## config.mk

```make
export PLATFORM = sky130hd
export DESIGN_NAME = jk_reg_array
export DESIGN_NICKNAME = d
export VERILOG_FILES = /design/src/rtl/jk_reg_array.sv
export SDC_FILE = /design/constraint.sdc
export NUM_CORES = 1
export LEC_CHECK = 0
export ABC_AREA = 1
export CAP_MARGIN = 40
export CORE_MARGIN = 2
export CORE_UTILIZATION = 43
export CTS_CLUSTER_DIAMETER = 150
export CTS_CLUSTER_SIZE = 14
export DETAILED_ROUTE_END_ITERATION = 7
export GPL_ROUTABILITY_DRIVEN = 0
export GPL_TIMING_DRIVEN = 0
export PLACE_DENSITY = 0.95
export SYNTH_ARGS = -nofsm -noshare
export SYNTH_HDL_FRONTEND = slang
export SYNTH_SLANG_ARGS = --single-unit
```

## constraint.sdc

```tcl
create_clock -name clk -period 1.8 [get_ports clk]
set_input_delay 0.27 -clock clk [delete_from_list [all_inputs] [get_ports clk]]
set_output_delay 0.27 -clock clk [all_outputs]
set_load 0.02 [all_outputs]
```

## src/rtl/jk_reg_array.sv

```systemverilog
// jk_reg_array
// A parallel bank of WIDTH flip-flops. The mode input selects the behaviour of
// every bit for the current edge: JK, D, T or SR. The block also reports
// whether the last edge changed any bit, keeps a sticky flag for illegal SR
// inputs, and can optionally count bit transitions.
//
// Configuration:
//   JK_REG_TOGGLE_CNT_EN - when defined, the saturating transition counter is
//                          built. When undefined, toggle_cnt is tied to 0.
//
// Ports:
//   clk        rising-edge clock
//   rst_n      asynchronous active-low reset
//   en         update enable; 0 holds all state
//   mode       00 JK, 01 D, 10 T, 11 SR
//   j          per-bit J / D / T / S input
//   k          per-bit K / R input (ignored in D and T modes)
//   clr_err    synchronous clear of sr_err (a new set in the same cycle wins)
//   q          registered state
//   q_n        complement of q
//   changed    1 when the last edge altered at least one bit
//   sr_err     sticky flag for j=k=1 seen in SR mode
//   toggle_cnt saturating count of bit transitions
module jk_reg_array #(
  parameter int              WIDTH   = 8,
  parameter logic [WIDTH-1:0] RST_VAL = '0,
  parameter int              CNT_W   = 16
) (
  input  logic             clk,
  input  logic             rst_n,
  input  logic             en,
  input  logic [1:0]       mode,
  input  logic [WIDTH-1:0] j,
  input  logic [WIDTH-1:0] k,
  input  logic             clr_err,
  output logic [WIDTH-1:0] q,
  output logic [WIDTH-1:0] q_n,
  output logic             changed,
  output logic             sr_err,
  output logic [CNT_W-1:0] toggle_cnt
);

  typedef enum logic [1:0] {
    MODE_JK = 2'b00,
    MODE_D  = 2'b01,
    MODE_T  = 2'b10,
    MODE_SR = 2'b11
  } mode_t;

  mode_t            mode_sel;
  logic [WIDTH-1:0] q_next;
  logic [WIDTH-1:0] sr_illegal;
  logic [WIDTH-1:0] diff;
  logic             sr_set;

  assign mode_sel   = mode_t'(mode);
  assign sr_illegal = j & k;

  // Per-bit next state. In SR mode a bit with S=R=1 keeps its value.
  always_comb begin
    q_next = q;
    case (mode_sel)
      MODE_JK: q_next = (j & ~q) | (~k & q);
      MODE_D:  q_next = j;
      MODE_T:  q_next = q ^ j;
      MODE_SR: q_next = (sr_illegal & q) | (~sr_illegal & (j | (q & ~k)));
      default: q_next = q;
    endcase
  end

  assign diff   = en ? (q_next ^ q) : '0;
  assign sr_set = en && (mode_sel == MODE_SR) && (|sr_illegal);

  // State register plus activity and error flags.
  always_ff @(posedge clk or negedge rst_n) begin
    if (!rst_n) begin
      q       <= RST_VAL;
      changed <= 1'b0;
      sr_err  <= 1'b0;
    end else begin
      if (en) begin
        q <= q_next;
      end
      changed <= |diff;
      if (sr_set) begin
        sr_err <= 1'b1;
      end else if (clr_err) begin
        sr_err <= 1'b0;
      end
    end
  end

  // q_n comes straight from the register, so it is never out of step with q.
  assign q_n = ~q;

`ifdef JK_REG_TOGGLE_CNT_EN
  // The popcount fits in 6 bits for WIDTH up to 32; the sum is widened so the
  // overflow check works even for very small CNT_W.
  localparam int SUM_W = CNT_W + 7;

  logic [5:0]       pop;
  logic [SUM_W-1:0] cnt_sum;
  logic [SUM_W-1:0] cnt_max;
  logic [CNT_W-1:0] cnt_next;

  always_comb begin
    pop = '0;
    for (int i = 0; i < WIDTH; i++) begin
      pop = pop + {5'b0, diff[i]};
    end
  end

  // Clamp to the all-ones value instead of wrapping.
  always_comb begin
    cnt_max  = {{7{1'b0}}, {CNT_W{1'b1}}};
    cnt_sum  = {{7{1'b0}}, toggle_cnt} + {{(CNT_W + 1){1'b0}}, pop};
    cnt_next = toggle_cnt;
    if (cnt_sum > cnt_max) begin
      cnt_next = {CNT_W{1'b1}};
    end else begin
      cnt_next = cnt_sum[CNT_W-1:0];
    end
  end

  always_ff @(posedge clk or negedge rst_n) begin
    if (!rst_n) begin
      toggle_cnt <= '0;
    end else if (en) begin
      toggle_cnt <= cnt_next;
    end
  end
`else
  assign toggle_cnt = '0;
`endif

endmodule

```

==> flow_summary_export.csv <==
group,metric,value,unit
cts,postCtsSetupBuffers,0,
yosys,synthesis.area,1110,um^2
cts,cts.sinks,10,
sta,layout_min_cycle_time,1.72,ns
critical_path,critPathMaxFanout,6,
critical_path,cp-end-kind,"primary output",
place,dp_slack,-0.0856,ns
cts,clk_path_buf_depth,2,
yosys,netlist.top_cell.by_area,"nand2_1",
place,post-dp-hpwl,2290,um
die,die_x,54.9,um
run,maxCapViolations,0,
yosys,yosysWarnings,0,
cells_and_area,final_cell_mix,"nand2_1 (82), nand3_1 (42), clkdlybuf4s50_1 (38)",
sta,fmax,0.581,GHz
die,rows,18,
sta,period_share,0.957,
pwr,ir_worst_vdd,424,uV
cts,worstSkewPairLatency,0.26,ns
die,num_io_pins,56,
critical_path,worst_setup_path_start_kind,"register",
sta,rsz0062_at_grt,"no",
place,io_buffers,38,
cells_and_area,mostFrequentLayoutCell,"nand2_1",
global_routing,grt_max_degree,11,
cts,cts-root-buf,"clkbuf_4",
detailed_routing,vias,1415,
yosys,synthTopCellsByArea,"nand2_1 (28%), dfrtp_1 (22%), nand3_1 (19%)",
cells_and_area,drive_gt1_frac,0.102,
cells_and_area,stdcell_count,285,
pwr,power.leakage,0.000860,uW
sta,setup_viol,0,
detailed_routing,ant_nets,0,
detailed_routing,drt_iter0_drc,62,
die,dieHeight,54.9,um
cts,clk_pin_slew_worst_paths,0.08,ns
pwr,finalPower,1040,uW
global_routing,grt_pass1_vias,1100,
yosys,ys_seq_area_frac,0.225,
global_routing,grt_antenna_before_repair,0,
yosys,ys_ff_latch,10,
place,dp.cells,281,
detailed_routing,post-route-drc-count,0,
yosys,synth_cell_types,17,
sta,finalClockSkew,0.00469,ns
cts,postCtsResizedCells,0,
detailed_routing,dr.pass1.iters,4,
cells_and_area,nFillCells,231,
cts,htreeDepth,1,
cts,numCtsBuffers,3,
yosys,avgSynthCellArea,5.62,um^2
critical_path,required,1.53,ns
critical_path,path_class,"register to primary output",
yosys,syn-instance-count,198,
sta,hold_viol_final,0,
die,die_area,3010,um^2
outcome,status,"finished clean",
global_routing,overflow,0,
pwr,power_density,643,nW/um^2
cells_and_area,areaGrowthSynthToFinish,45.9,%
critical_path,r2r_cells,10,
sta,slew_viol_final,0,
global_routing,gr-usage-all-layers,0.220,
yosys,synth_top_area_frac,0.277,
cells_and_area,nets,278,
detailed_routing,routed_wirelength,3060,um
die,initial_utilization,0.453,
detailed_routing,avgRoutedWirePerCell,10.7,um
cts,holdBufCountCts,0,
critical_path,arrival,1.45,ns
detailed_routing,viasPerCell,4.96,
cts,cts_tree,"built",
sta,timing.final.ws_setup,0.0779,ns
cells_and_area,antenna_cells,0,
hold_path,hold_path_class,"input port to async pin",
die,core_area,2450,um^2
global_routing,grt_pass1_wl,4810,um
## cells in the mapped netlist
master	instances
nand2_1	82
nand3_1	42
inv_1	18
buf_4	16
dfrtp_1	10
o21ai_0	9
o21ai_1	8
inv_2	3
nor2_1	2
a21oi_1	1
a221oi_1	1
a22o_1	1
buf_1	1
buf_2	1
conb_1	1
nor2_2	1
nor2_4	1
## routing by layer
layer	share of wire	track usage	vias to the layer above
met5	0	0	-
met4	0.0092	0.0708	0
met3	0.077	0.0164	2
met2	0.46	0.363	64
met1	0.45	0.303	626
li1	-	-	723
## logic make-up after synthesis
| logic type | after synthesis | synth area share |
|---|---|---|
| buffers and inverters | 39 | 0.187 |
| flip-flops | 10 | 0.225 |
| AND/OR/NAND/NOR | 128 | 0.488 |
| other | 1 | 0.00337 |
| AO/OA/AOI/OAI | 20 | 0.0967 |
## critical path, cell delays in order, from the launching register on
cell             delay (ns)
dfrtp_1                0.46
inv_1                  0.12
clkdlybuf4s50_1        0.61
## layout make-up
| type | instances | area, um^2 | area share |
|---|---|---|---|
| tap | 30 | 37.5 | 0.0231 |
| inverter | 21 | 78.8 | 0.0486 |
| sequential | 10 | 250 | 0.154 |
| clock buffer | 4 | 36.3 | 0.0224 |
| timing repair buffer | 38 | 380 | 0.234 |
| buffer | 18 | 129 | 0.0794 |
| multi-input combinational | 164 | 711 | 0.438 |
## worst paths after layout
kind / from / to / slack [ns]
min in group clk: en / sr_err / 0.38
max in group asynchronous: rst_n / q[6] / 1.13
worst max register to register: q[2] / changed / 0.41
worst min-delay path: rst_n / q[2] / 0.33
worst max-delay path: q[4] / q_n[4] / 0.08
worst min register to register: sr_err / sr_err / 0.53
## report_power, final
part	internal, uW	switching, uW	total, uW
registers	254	42.3	296
clock network	123	84.5	207
logic	236	304	540
## stage by stage
| stage | utilization | setup TNS, ns | hold WS, ns | area [um^2] |
|---|---|---|---|---|
| 6_report | 0.661 | 0 | 0.334 | 1620 |
| 5_1_grt | 0.661 | 0 | 0.379 | 1620 |
| 4_1_cts | 0.661 | 0 | 0.348 | 1620 |
| 3_5_place_dp | 0.646 | -0.0856 | 0.519 | 1590 |
| 3_3_place_gp | 0.646 | -0.0478 | 0.510 | 1590 |
| 2_1_floorplan | - | 0 | -0.0256 | 1170 |
## flip-flops by register name (all words and copies together) (netlist names)
signal / cells
q: 8
changed: 1
sr_err: 1
Note: power is estimated with default switching activity, not from simulation.
